===== config.mk =====
export PLATFORM = sky130hd
export DESIGN_NAME = mem_access_unit_flat
export DESIGN_NICKNAME = d
export VERILOG_FILES = /design/src/rtl/mem_access_unit_pkg.sv /design/src/rtl/mem_access_unit_if.sv /design/src/rtl/mem_access_unit_load_extract.sv /design/src/rtl/mem_access_unit.sv /design/src/flat_wrapper.sv
export SDC_FILE = /design/constraint.sdc
export NUM_CORES = 1
export LEC_CHECK = 0
export CORE_ASPECT_RATIO = 0.5
export CORE_MARGIN = 5
export CORE_UTILIZATION = 25
export CTS_BUF_LIST = sky130_fd_sc_hd__clkbuf_16
export DETAILED_ROUTE_END_ITERATION = 7
export PLACE_DENSITY = 0.59
export SYNTH_ARGS = -nofsm -noshare
export SYNTH_HDL_FRONTEND = slang
export SYNTH_SLANG_ARGS = --single-unit

===== constraint.sdc =====
create_clock -name clk -period 2.45 [get_ports clk]
set_input_delay 0.6125 -clock clk [delete_from_list [all_inputs] [get_ports clk]]
set_output_delay 0.6125 -clock clk [all_outputs]
set_load 0.01 [all_outputs]

===== src/rtl/mem_access_unit_pkg.sv =====
// Shared types and helpers for the memory access unit: op/size encodings,
// FSM states and per-op decode functions.
package mem_access_unit_pkg;

    typedef enum logic [3:0] {
        MOP_NONE, MOP_LB, MOP_LBU, MOP_LH, MOP_LHU, MOP_LW, MOP_LWU, MOP_LD,
        MOP_SB, MOP_SH, MOP_SW, MOP_SD
    } mem_op_t;

    // Encoded as log2 of the access size in bytes.
    typedef enum logic [1:0] {MSIZE1, MSIZE2, MSIZE4, MSIZE8} msize_t;

    typedef enum logic [1:0] {ST_IDLE, ST_REQ, ST_WAIT, ST_DONE} state_t;

    function automatic msize_t op_size(input mem_op_t op);
        case (op)
            MOP_LH, MOP_LHU, MOP_SH: return MSIZE2;
            MOP_LW, MOP_LWU, MOP_SW: return MSIZE4;
            MOP_LD, MOP_SD:          return MSIZE8;
            default:                 return MSIZE1;
        endcase
    endfunction

    function automatic logic op_is_store(input mem_op_t op);
        return (op == MOP_SB) || (op == MOP_SH) || (op == MOP_SW) || (op == MOP_SD);
    endfunction

    function automatic logic op_is_signed(input mem_op_t op);
        return (op == MOP_LB) || (op == MOP_LH) || (op == MOP_LW) || (op == MOP_LD);
    endfunction

    // Low address bits that must be zero for a naturally aligned access.
    function automatic logic [2:0] size_amask(input msize_t s);
        return 3'((4'd1 << s) - 4'd1);
    endfunction

    // Byte-enable pattern for an access at lane 0.
    function automatic logic [7:0] size_bmask(input msize_t s);
        case (s)
            MSIZE1:  return 8'h01;
            MSIZE2:  return 8'h03;
            MSIZE4:  return 8'h0F;
            default: return 8'hFF;
        endcase
    endfunction

endpackage


===== src/rtl/mem_access_unit_if.sv =====
// Data-bus request/response bundle between the memory access unit (master)
// and the memory system (slave).
interface mem_access_unit_if
    import mem_access_unit_pkg::*;
#(
    parameter int DATA_W = 32
);
    logic                dreq_valid;
    logic [31:0]         dreq_addr;
    msize_t              dreq_size;
    logic [DATA_W/8-1:0] dreq_strobe;
    logic [DATA_W-1:0]   dreq_data;
    logic                dresp_addr_ok;
    logic                dresp_data_ok;
    logic [DATA_W-1:0]   dresp_data;

    modport master (
        output dreq_valid, dreq_addr, dreq_size, dreq_strobe, dreq_data,
        input  dresp_addr_ok, dresp_data_ok, dresp_data
    );

    modport slave (
        input  dreq_valid, dreq_addr, dreq_size, dreq_strobe, dreq_data,
        output dresp_addr_ok, dresp_data_ok, dresp_data
    );
endinterface


===== src/rtl/mem_access_unit_load_extract.sv =====
// Combinational load-data extraction: picks the addressed byte lane out of
// the raw bus word and sign- or zero-extends it to the full register width.
module load_extract
    import mem_access_unit_pkg::*;
#(
    parameter int DATA_W = 32,
    parameter int LANE_W = $clog2(DATA_W/8)
) (
    input  logic [DATA_W-1:0] raw,
    input  logic [LANE_W-1:0] lane,
    input  mem_op_t           op,
    output logic [DATA_W-1:0] result
);
    logic [DATA_W-1:0] shifted;
    logic [DATA_W-1:0] keep;
    logic              msb;

    // Align the lane to bit 0, keep the access width, fill upper bits with sign or zero.
    always_comb begin
        shifted = raw >> {lane, 3'b000};
        keep    = '1;
        msb     = 1'b0;
        case (op_size(op))
            MSIZE1: begin keep = DATA_W'(8'hFF);         msb = shifted[7];  end
            MSIZE2: begin keep = DATA_W'(16'hFFFF);      msb = shifted[15]; end
            MSIZE4: begin keep = DATA_W'(32'hFFFF_FFFF); msb = shifted[31]; end
            default: ;
        endcase
        result = (shifted & keep) | ((op_is_signed(op) && msb) ? ~keep : '0);
    end
endmodule


===== src/rtl/mem_access_unit.sv =====
// Memory pipeline stage: accepts one load/store/pass-through op, runs it over
// the addr_ok/data_ok data bus, and hands the extended result to writeback.
module mem_access_unit
    import mem_access_unit_pkg::*;
#(
    parameter int DATA_W      = 32,
    parameter int TAG_W       = 5,
    parameter bit ALIGN_CHECK = 1'b1
) (
    input  logic              clk,
    input  logic              reset,
    input  logic              in_valid,
    output logic              in_ready,
    input  mem_op_t           in_op,
    input  logic [31:0]       in_addr,
    input  logic [DATA_W-1:0] in_wdata,
    input  logic [TAG_W-1:0]  in_tag,
    output logic              out_valid,
    input  logic              out_ready,
    output logic [DATA_W-1:0] out_data,
    output logic [TAG_W-1:0]  out_tag,
    output logic              out_exc,
    mem_access_unit_if.master bus
);
    localparam int STRB_W = DATA_W / 8;
    localparam int LANE_W = $clog2(STRB_W);

    state_t            state_q, state_d;
    mem_op_t           op_q, op_d;
    logic [31:0]       addr_q, addr_d;
    logic [DATA_W-1:0] wdata_q, wdata_d;
    logic [DATA_W-1:0] data_q, data_d;
    logic [TAG_W-1:0]  tag_q, tag_d;
    logic              exc_q, exc_d;

    mem_op_t           in_op_legal;
    logic [2:0]        in_amask;
    logic              in_misaligned;
    logic [LANE_W-1:0] lane;
    logic [DATA_W-1:0] load_result;

    assign lane = addr_q[LANE_W-1:0];

    load_extract #(.DATA_W(DATA_W), .LANE_W(LANE_W)) u_extract (
        .raw    (bus.dresp_data),
        .lane   (lane),
        .op     (op_q),
        .result (load_result)
    );

    // Decode the incoming op: 64-bit-only ops degrade to pass-through on a 32-bit bus.
    always_comb begin
        in_op_legal = in_op;
        if (DATA_W < 64 && (in_op == MOP_LWU || in_op == MOP_LD || in_op == MOP_SD))
            in_op_legal = MOP_NONE;
        in_amask      = size_amask(op_size(in_op_legal));
        in_misaligned = |(in_addr[2:0] & in_amask);
    end

    // Next-state and datapath capture for the request/response FSM.
    always_comb begin
        state_d = state_q;
        op_d    = op_q;
        addr_d  = addr_q;
        wdata_d = wdata_q;
        data_d  = data_q;
        tag_d   = tag_q;
        exc_d   = exc_q;
        case (state_q)
            ST_IDLE: begin
                if (in_valid) begin
                    op_d    = in_op_legal;
                    wdata_d = in_wdata;
                    tag_d   = in_tag;
                    addr_d  = (in_misaligned && !ALIGN_CHECK) ? (in_addr & ~{29'd0, in_amask})
                                                              : in_addr;
                    exc_d   = 1'b0;
                    data_d  = '0;
                    if (in_op_legal == MOP_NONE) begin
                        data_d  = DATA_W'(in_addr);
                        state_d = ST_DONE;
                    end else if (in_misaligned && ALIGN_CHECK) begin
                        exc_d   = 1'b1;
                        state_d = ST_DONE;
                    end else begin
                        state_d = ST_REQ;
                    end
                end
            end
            ST_REQ: begin
                // A data_ok without addr_ok implies the address was taken too.
                if (bus.dresp_data_ok) begin
                    data_d  = op_is_store(op_q) ? '0 : load_result;
                    state_d = ST_DONE;
                end else if (bus.dresp_addr_ok) begin
                    state_d = ST_WAIT;
                end
            end
            ST_WAIT: begin
                if (bus.dresp_data_ok) begin
                    data_d  = op_is_store(op_q) ? '0 : load_result;
                    state_d = ST_DONE;
                end
            end
            ST_DONE: begin
                if (out_ready) state_d = ST_IDLE;
            end
            default: state_d = ST_IDLE;
        endcase
    end

    // State and captured-op registers.
    always_ff @(posedge clk) begin
        if (reset) begin
            state_q <= ST_IDLE;
            op_q    <= MOP_NONE;
            addr_q  <= '0;
            wdata_q <= '0;
            data_q  <= '0;
            tag_q   <= '0;
            exc_q   <= 1'b0;
        end else begin
            state_q <= state_d;
            op_q    <= op_d;
            addr_q  <= addr_d;
            wdata_q <= wdata_d;
            data_q  <= data_d;
            tag_q   <= tag_d;
            exc_q   <= exc_d;
        end
    end

    assign in_ready  = (state_q == ST_IDLE);
    assign out_valid = (state_q == ST_DONE);
    assign out_data  = data_q;
    assign out_tag   = tag_q;
    assign out_exc   = exc_q;

    // Request fields come straight from the registers so they hold until addr_ok.
    assign bus.dreq_valid  = (state_q == ST_REQ);
    assign bus.dreq_addr   = addr_q;
    assign bus.dreq_size   = op_size(op_q);
    assign bus.dreq_strobe = (state_q == ST_REQ && op_is_store(op_q))
                             ? (STRB_W'(size_bmask(op_size(op_q))) << lane) : '0;
    assign bus.dreq_data   = wdata_q << {lane, 3'b000};
endmodule


===== src/flat_wrapper.sv =====
// flat-port wrapper written by rule: the top's interface ports become plain ports
module mem_access_unit_flat import mem_access_unit_pkg::*;
#(
    parameter int DATA_W      = 32,
    parameter int TAG_W       = 5,
    parameter bit ALIGN_CHECK = 1'b1
)
  (clk, reset, in_valid, in_ready, in_op, in_addr, in_wdata, in_tag, out_valid, out_ready, out_data, out_tag, out_exc, bus_dreq_valid, bus_dreq_addr, bus_dreq_size, bus_dreq_strobe, bus_dreq_data, bus_dresp_addr_ok, bus_dresp_data_ok, bus_dresp_data);
  mem_access_unit_if #(.DATA_W(DATA_W)) bus_i ();
  input  logic clk;
  input  logic reset;
  input  logic in_valid;
  output logic in_ready;
  input  mem_op_t in_op;
  input  logic [31:0] in_addr;
  input  logic [DATA_W-1:0] in_wdata;
  input  logic [TAG_W-1:0] in_tag;
  output logic out_valid;
  input  logic out_ready;
  output logic [DATA_W-1:0] out_data;
  output logic [TAG_W-1:0] out_tag;
  output logic out_exc;
  output wire logic [$bits(bus_i.dreq_valid)-1:0] bus_dreq_valid;
  output wire logic [$bits(bus_i.dreq_addr)-1:0] bus_dreq_addr;
  output wire logic [$bits(bus_i.dreq_size)-1:0] bus_dreq_size;
  output wire logic [$bits(bus_i.dreq_strobe)-1:0] bus_dreq_strobe;
  output wire logic [$bits(bus_i.dreq_data)-1:0] bus_dreq_data;
  input wire logic [$bits(bus_i.dresp_addr_ok)-1:0] bus_dresp_addr_ok;
  input wire logic [$bits(bus_i.dresp_data_ok)-1:0] bus_dresp_data_ok;
  input wire logic [$bits(bus_i.dresp_data)-1:0] bus_dresp_data;
  assign bus_dreq_valid = bus_i.dreq_valid;
  assign bus_dreq_addr = bus_i.dreq_addr;
  assign bus_dreq_size = bus_i.dreq_size;
  assign bus_dreq_strobe = bus_i.dreq_strobe;
  assign bus_dreq_data = bus_i.dreq_data;
  assign bus_i.dresp_addr_ok = bus_dresp_addr_ok;
  assign bus_i.dresp_data_ok = bus_dresp_data_ok;
  assign bus_i.dresp_data = bus_dresp_data;
  mem_access_unit #(.DATA_W(DATA_W), .TAG_W(TAG_W), .ALIGN_CHECK(ALIGN_CHECK)) u_core (.clk(clk), .reset(reset), .in_valid(in_valid), .in_ready(in_ready), .in_op(in_op), .in_addr(in_addr), .in_wdata(in_wdata), .in_tag(in_tag), .out_valid(out_valid), .out_ready(out_ready), .out_data(out_data), .out_tag(out_tag), .out_exc(out_exc), .bus(bus_i));
endmodule

==> results.tsv, run 1 <==
metric	value	unit
Final setup viols	0	
Final Hold Slack	0.456	ns
max_slew headroom	62.0	%
total power	0.00782	W
sequential share of power	31.9	%
hold path startpoint	u_core.wdata_q[19]	
met2 Usage GRT	30.3	%
CTS Sinks	110	
status	complete, no violations	
register area share after synthesis	40.5	%
gr ovfl total	0	
DR iter-0 viols	344	
FF-to-FF Start	u_core.bus.dreq_addr[1]	
synth warn	0	
kind of start point of the critical path	flip-flop	
Slew @ Worst Pin	0.568	ns
Core Util, Final	39.9	%
hold bufs inserted after CTS	0	
grt met3 use	2.85	%
max-slew violation count	0	
Sw Share	38.1	%
Final Critical Period	2.36	ns
Seq. cell area	2210	um^2
Die Y	114	um
detailed placement HPWL	16400	um
asr flop ratio synth	0	%
H-tree Lvls	3	
CTS buffer count	9	
Root Buffer	clkbuf_16	
largest net degree at the start of global routing	72	
WL per Instance	17.7	um
unique cell type count in the Yosys netlist	48	
net load switching power	0.00298	W
core area	21500	um^2
Reg clk slew, reported paths	0.08	ns
FF-to-FF End	u_core.out_data[30]	
number of port buffers	221	
post-route worst setup slack	0.0905	ns
WHS Path Cells	2	
layout cell share with drive strength beyond 1	10.4	%
PwrDens	910	nW/um^2
Hold Path End	u_core.wdata_q[19]	
RSZ-0062 raised after global routing	true	
Max clock buf depth	2	
Critical Path End Type	output port	
CTS tree	done	
initial antenna violation count	1	
P&R area growth vs syn	57.9	%
DRC Markers	0	
Hold Violations, Final	0	
die footprint	25000	um^2
Fill cells	2235	
internal cell power	0.00484	W
most common cell after layout, fill and taps aside	clkdlybuf4s50_1	
Vias/cell	4.76	
crit-path max FO	17	
Critical Path Start	u_core.bus.dreq_addr[1]	
Clock power frac	20.7	%
kind of critical path	reg2out	
Primary FF master, synth	dfxtp_1	
Ports	222	
R2R cell count	7	
Final GP Congestion	0.899	
Multi-input gate area	3010	um^2
number of synthesized register bits	110	
period utilization	96.3	%
vias in the first global route	5695	
starting density of the core	25.3	%
commonest cells after routing, fill and taps aside	clkdlybuf4s50_1, nand2_1, a21oi_1	
# rows	38	
number of flops mapped to enable cells by yosys	0	
maximum VDD drop	368	uV
synthesized area	5440	um^2
Tot GR Track Use	16.6	%
Final Skew	0.00807	ns
Die Span X	219	um
Max Clk Rate	0.424	GHz
antenna viol nets, final	0	
Crit path required time	1.84	ns
Critical Path AT	1.75	ns
Mean Syn Cell Area	7.64	um^2
nets	1053	
total wire length	21900	um
total number of vias	5890	
Syn Inst Count	712	
Worst-Skew Late Latency	0.35	ns
MaxCap Viol Count	0	
drt pass-1 iters	5	
Post-Place Setup Slack	-0.310	ns
global-route wire length before repair	32900	um
busiest grt layer	met2	
Logic pwr share	47.4	%
leak pwr	3.23	nW
met1 Usage GRT	20.7	%
Syn Nets	832	
reg2reg setup slack	0.33	ns
ant diodes	0	
Hold Path Class	reg2reg	
-- sequential cells by signal (all words and copies together) (netlist names) --
signal / cells
u_core.out_tag: 5
u_core.state_q: 2
u_core.bus.dreq_addr: 32
u_core.out_data: 32
u_core.wdata_q: 32
u_core.op_q: 4
bus_dreq_size: 2
u_core.out_exc: 1
-- how the worst max path moves through the flow --
stage / endpoint / slack, ns
2_1_floorplan: u_core.state_q[1] / 0.06
3_3_place_gp: u_core.state_q[1] / -0.26
3_5_place_dp: u_core.state_q[1] / -0.31
4_1_cts: bus_dreq_strobe[2] / -0.02
5_1_grt: bus_dreq_size[1] / -0.01
6_report: bus_dreq_data[0] / 0.09
-- cell type report --
class                      instances  share of cell area (%)
tap                              300                    4.37
clock buffer                       9                    2.62
sequential                       110                    25.7
timing repair buffer             266                    30.4
clock inverter                     7                    1.11
inverter                          17                   0.743
multi-input combinational        529                    35.1
-- Yosys cell counts (6+ instances only) --
library cell	count	area share, %
nand2_1	164	11
a21oi_1	123	11
dfxtp_1	110	40
o21ai_0	52	4.8
clkbuf_1	47	3.2
mux2i_1	34	6.3
a211oi_1	24	3.3
nor2_1	23	1.6
nor2b_1	18	2.1
inv_1	17	1.2
a22oi_1	14	1.9
a21oi_2	10	1.6
and2_1	9	1.0
ha_1	9	2.1
nor3_1	6	0.55
-- what timing repair did --
item | CTS | global route
resized for setup | 39 | 17
gates cloned | 1 | 0
endpoints found under the setup margin | 26 | 8
pin swaps | 0 | 4
setup buffers | 3 | 2
-- worst max-delay path: stages (launching register included) --
cell	delay [ns]
dfxtp_2	0.41
buf_12	0.18
nor2_1	0.05
buf_4	0.14
buf_4	0.16
and2_1	0.15
dlygate4sd2_1	0.29
-- layer usage --
layer | wire [um] | share of wire, %
met1 | 9530 | 44
met2 | 11300 | 51
met3 | 693 | 3.2
met4 | 401 | 1.8
met5 | 13 | 0.059
-- metrics by stage --
stage          instances  area (um^2)  setup TNS [ns]
2_1_floorplan        712         5440               0
3_5_place_dp        1216         8160           -2.37
5_1_grt             1238         8590         -0.0133
4_1_cts             1236         8530         -0.0234
6_report            1238         8590               0
3_3_place_gp        1216         8160           -1.05
-- power groups by stage --
| stage | combinational (W) | sequential (W) | clock (W) |
|---|---|---|---|
| after global routing | 0.00402 | 0.00255 | 0.00175 |
| after global placement | 0.00368 | 0.00250 | 0 |
| after CTS | 0.00371 | 0.00249 | 0.00168 |
| final | 0.00370 | 0.00249 | 0.00162 |
| after detailed placement | 0.00371 | 0.00252 | 0 |
| after floorplan | 0.00172 | 0.00261 | 0 |
-- kinds of logic (layout without fill, tap and decap cells) --
group,count (synthesis),in the layout,synth area share [%]
compound gates,243,243,26.0
xor+xnor,1,1,0.161
fa+ha+maj,9,9,2.07
buf+inv,73,299,5.45
flops,110,110,40.5
mux,36,36,6.74
simple gates,240,240,19.1
Power figures use the tool's default switching activity.
==> run 2: changes to the inputs <==
==> constraint.sdc (replaced) <==
create_clock -name clk -period 2.45 [get_ports clk]
set_input_delay 0.3675 -clock clk [delete_from_list [all_inputs] [get_ports clk]]
set_output_delay 0.3675 -clock clk [all_outputs]
set_load 0.01 [all_outputs]
==> results.tsv, run 2 (synthesis gave the netlist of run 1 again) <==
metric	value	unit
hold path startpoint	reset	
Critical Path End Type	output port	
WL per Instance	17.7	um
starting density of the core	25.3	%
Critical Path AT	1.98	ns
cell chain of the critical path	inv_1 > ha_4 > nand3b_1 > nor3_2 > clkdlybuf4s50_1	
ant diodes	0	
# rows	38	
Worst-Skew Late Latency	0.36	ns
gr ovfl total	0	
detailed placement HPWL	16400	um
Final Critical Period	2.35	ns
kind of critical path	reg2out	
Crit path required time	2.08	ns
Levels on crit path	5	
commonest cells after routing, fill and taps aside	clkdlybuf4s50_1, nand2_1, a21oi_1	
post-route worst setup slack	0.0994	ns
most common cell after layout, fill and taps aside	clkdlybuf4s50_1	
Max Clk Rate	0.425	GHz
dpl cell area	8030	um^2
Reg clk slew, reported paths	0.08	ns
number of port buffers	221	
Final GP Congestion	0.881	
WHS Path Cells	3	
CP max-delay cell	clkdlybuf4s50_1	
die footprint	25000	um^2
largest net degree at the start of global routing	73	
DR iter-0 viols	336	
reg2reg setup slack	0.15	ns
Final setup viols	0	
P&R area growth vs syn	54.0	%
max incr delay on CP	0.55	ns
max-slew violation count	0	
RSZ-0062 raised after global routing	true	
Hold Path End	u_core.op_q[2]	
CTS tree	done	
antenna viol nets, final	0	
status	complete, no violations	
period utilization	95.9	%
Final Skew	0.0123	ns
post-route cell area	8380	um^2
layout cell share with drive strength beyond 1	7.40	%
crit-path max FO	5	
max_slew headroom	54.2	%
kind of start point of the critical path	flip-flop	
total wire length	21600	um
FF-to-FF End	bus_dreq_size[0]	
CTS buffer count	9	
Vias/cell	4.78	
vias in the first global route	5679	
Hold Violations, Final	0	
Die Y	114	um
CTS Sinks	110	
Die Span X	219	um
Root Buffer	clkbuf_16	
MaxCap Viol Count	0	
initial antenna violation count	1	
PwrDens	914	nW/um^2
H-tree Lvls	3	
total power	0.00766	W
drt pass-1 iters	5	
Post-Place Setup Slack	-0.0917	ns
core area	21500	um^2
nets	1034	
total number of vias	5831	
Hold Path Class	in2reg	
post-CTS setup buffer count	0	
Slew @ Worst Pin	0.687	ns
Worst Path Buf+Inv	2	
Crit path max-delay family	buffers and inverters	
Ports	222	
DRC Markers	0	
leak pwr	3.06	nW
FF-to-FF Start	u_core.state_q[1]	
Max clock buf depth	2	
maximum VDD drop	372	uV
global-route wire length before repair	32900	um
R2R cell count	10	
Tot GR Track Use	16.8	%
## run 2: cell count changes in the layout (fill, tap and decap cells not counted), sizes merged, moves of 2 or more
| cell | before | now |
|---|---|---|
| clkdlybuf4s50 | 191 | 215 |
| dlygate4sd2 | 25 | 1 |
| buf | 45 | 27 |
| dlymetal6s2s | 2 | 4 |
| inv | 19 | 21 |
## run 2: worst max path at each step
stage	startpoint	endpoint	slack, ns
after floorplan	u_core.state_q[0]	bus_dreq_size[0]	0.19
after global placement	in_op[2]	u_core.state_q[1]	-0.05
after detailed placement	in_op[2]	u_core.state_q[1]	-0.09
after CTS	u_core.state_q[1]	bus_dreq_strobe[1]	0.007
after global routing	u_core.state_q[1]	bus_dreq_size[0]	-0.06
final	u_core.state_q[1]	bus_dreq_strobe[0]	0.1
## run 2: worst register-to-register path, cell delays in order, from the launching register on
cell     delay [ns]
dfxtp_1        0.36
inv_1          0.16
ha_2           0.31
and2_2         0.25
nand4_1        0.16
a21oi_1        0.23
inv_1          0.10
ha_1           0.27
nor3_1         0.19
a21oi_1        0.06
o22ai_1        0.14
## run 2: per-stage QoR
step                      TNS [ns]  hold WS [ns]  std cells  utilization [%]
final                            0         0.387       1219             38.9
after detailed placement    -0.135         0.445       1203             37.3
after global routing       -0.0809         0.386       1219             38.9
after global placement     -0.0490         0.441       1203             37.3
after floorplan                  0         0.432        712                -
after CTS                        0         0.373       1219             38.7
## run 2: where the power goes
| group | leakage [nW] | internal, W | switching (W) | total [W] |
|---|---|---|---|---|
| registers | 0.904 | 0.00222 | 0.000261 | 0.00248 |
| logic | 2.00 | 0.00165 | 0.00197 | 0.00362 |
| clock network | 0.153 | 0.000810 | 0.000748 | 0.00156 |
## run 2: timing repair
action / in CTS / in global routing
endpoints found under the hold margin: 0 / 0
hold buffers: 0 / 0
pin swaps: 0 / 1
gates resized for setup: 2 / 11
setup endpoints to repair: 4 / 10
## run 2: cell type report
class	count	area [um^2]
Clock buffer	9	225
Clock inverter	7	77.6
Fill cell	2192	13200
Inverter	17	63.8
Multi-Input combinational cell	529	2980
Sequential cell	110	2210
Tap cell	300	375
Timing Repair Buffer	247	2460
## run 2: routing by layer
metal	track usage (%)	part of all wire (%)	vias up
li1	-	-	2855
met1	21.1	42	2766
met2	28.8	50	163
met3	3.30	4.5	45
met5	0	0.060	-
met4	6.27	3.2	2
==> run 3: changes to the inputs <==
--- a/config.mk
+++ b/config.mk
@@ -11,6 +11,7 @@
 export CTS_BUF_LIST = sky130_fd_sc_hd__clkbuf_16
 export DETAILED_ROUTE_END_ITERATION = 7
 export PLACE_DENSITY = 0.59
+export RECOVER_POWER = 50
 export SYNTH_ARGS = -nofsm -noshare
 export SYNTH_HDL_FRONTEND = slang
 export SYNTH_SLANG_ARGS = --single-unit
==> results.tsv, run 3 (synthesis gave the netlist of run 1 again) <==
metric	value	unit
Post-Place Setup Slack	-0.0917	ns
leak pwr	3.25	nW
kind of critical path	reg2out	
CTS Sinks	110	
Crit path required time	2.08	ns
DRC Markers	0	
starting density of the core	25.3	%
post-route worst setup slack	0.0996	ns
global-route wire length before repair	32900	um
period utilization	95.9	%
Die Y	114	um
H-tree Lvls	3	
Tot GR Track Use	16.8	%
CP max-delay cell	clkdlybuf4s50_1	
RSZ-0062 raised after global routing	true	
antenna viol nets, final	0	
most common cell after layout, fill and taps aside	nand2_1	
Worst Path Buf+Inv	2	
Die Span X	219	um
Vias/cell	4.74	
max_slew headroom	51.2	%
Final Skew	0.0112	ns
Max Clk Rate	0.425	GHz
Root Buffer	clkbuf_16	
internal cell power	0.00457	W
gr ovfl total	0	
net load switching power	0.00295	W
Critical Path AT	1.98	ns
largest net degree at the start of global routing	73	
Max clock buf depth	2	
layout cell share with drive strength beyond 1	7.29	%
Final GP Congestion	0.881	
WL per Instance	17.7	um
CTS buffer count	9	
# rows	38	
drt pass-1 iters	5	
status	complete, no violations	
max-slew violation count	0	
kind of start point of the critical path	flip-flop	
nets	1034	
vias in the first global route	5679	
Final Critical Period	2.35	ns
crit-path max FO	5	
MaxCap Viol Count	0	
Critical Path End Type	output port	
ant diodes	0	
number of port buffers	221	
Final setup viols	0	
commonest cells after routing, fill and taps aside	nand2_1, clkdlybuf4s50_1, a21oi_1	
Reg clk slew, reported paths	0.08	ns
Clock power frac	20.7	%
reg2reg setup slack	0.13	ns
Worst-Skew Late Latency	0.36	ns
max incr delay on CP	0.55	ns
P&R area growth vs syn	54.0	%
total power	0.00752	W
initial antenna violation count	1	
Slew @ Worst Pin	0.732	ns
maximum VDD drop	370	uV
Sw Share	39.3	%
post-CTS setup buffer count	0	
total wire length	21500	um
PwrDens	898	nW/um^2
Ports	222	
sequential share of power	32.8	%
total number of vias	5772	
Hold Violations, Final	0	
core area	21500	um^2
detailed placement HPWL	16400	um
Fill cells	2194	
Logic pwr share	46.5	%
CTS tree	done	
die footprint	25000	um^2
Hold Path Class	in2reg	
cell chain of the critical path	inv_1 > ha_4 > nand3b_1 > nor3_2 > clkdlybuf4s50_1	
Crit path max-delay family	buffers and inverters	
DR iter-0 viols	335	
==> run 3: changes by cell type in the layout (fill, tap and decap cells not counted), sizes merged <==
cell and delta:
buf -2, dlygate4sd3 +70, clkbuf +2, clkdlybuf4s50 -70
==> run 3: worst min-delay path: cells and delay by family <==
family	cells	cell delay [ns]
buffers and inverters	2	0.18
AND/OR/NAND/NOR	1	0.16
==> run 3: final cells by class <==
| cell class | count | area (um^2) | share of cell area [%] |
|---|---|---|---|
| Tap cell | 300 | 375 | 4.48 |
| Clock buffer | 9 | 225 | 2.69 |
| Clock inverter | 7 | 77.6 | 0.926 |
| Multi-Input combinational cell | 529 | 2980 | 35.5 |
| Sequential cell | 110 | 2210 | 26.3 |
| Timing Repair Buffer | 247 | 2450 | 29.3 |
| Inverter | 17 | 63.8 | 0.762 |
==> run 3: per-layer routing <==
layer | track usage (%) | up-vias | wire length, um
li1 | - | 2856 | -
met2 | 28.8 | 150 | 10800
met1 | 21.1 | 2717 | 9110
met5 | 0 | - | 13
met3 | 3.30 | 47 | 889
met4 | 6.27 | 2 | 708
==> run 3: path summary, 6_finish.rpt <==
| kind | endpoint | depth (start not counted) | startpoint |
|---|---|---|---|
| worst max-delay path | bus_dreq_strobe[0] | 5 | u_core.state_q[1] |
| worst min-delay path | u_core.op_q[2] | 3 | reset |
| worst max register to register | bus_dreq_size[0] | 10 | u_core.state_q[1] |
| worst min register to register | u_core.bus.dreq_addr[10] | 2 | u_core.bus.dreq_addr[10] |
==> run 3: metrics by stage <==
stage	instances	utilization [%]	cell area, um^2	setup TNS [ns]	hold WS [ns]
3_5_place_dp	1203	37.3	8030	-0.135	0.445
2_1_floorplan	712	-	5440	0	0.432
3_3_place_gp	1203	37.3	8030	-0.0490	0.441
5_1_grt	1219	38.9	8380	-0.0809	0.386
6_report	1219	38.9	8380	0	0.385
4_1_cts	1219	38.7	8340	0	0.373
==> run 3: what timing repair did <==
item / 4_1_cts / 5_1_grt
gates resized for setup: 2 / 11
setup endpoints to repair: 4 / 10
pin swaps: 0 / 1
hold buffers: 0 / 0
==> run 3: power by group through the flow <==
stage	clock [W]	sequential, W	combinational, W
floorplan	0	0.00261	0.00172
global placement	0	0.00250	0.00358
detailed placement	0	0.00251	0.00361
CTS	0.00161	0.00248	0.00363
global route	0.00168	0.00253	0.00383
finish	0.00155	0.00246	0.00350
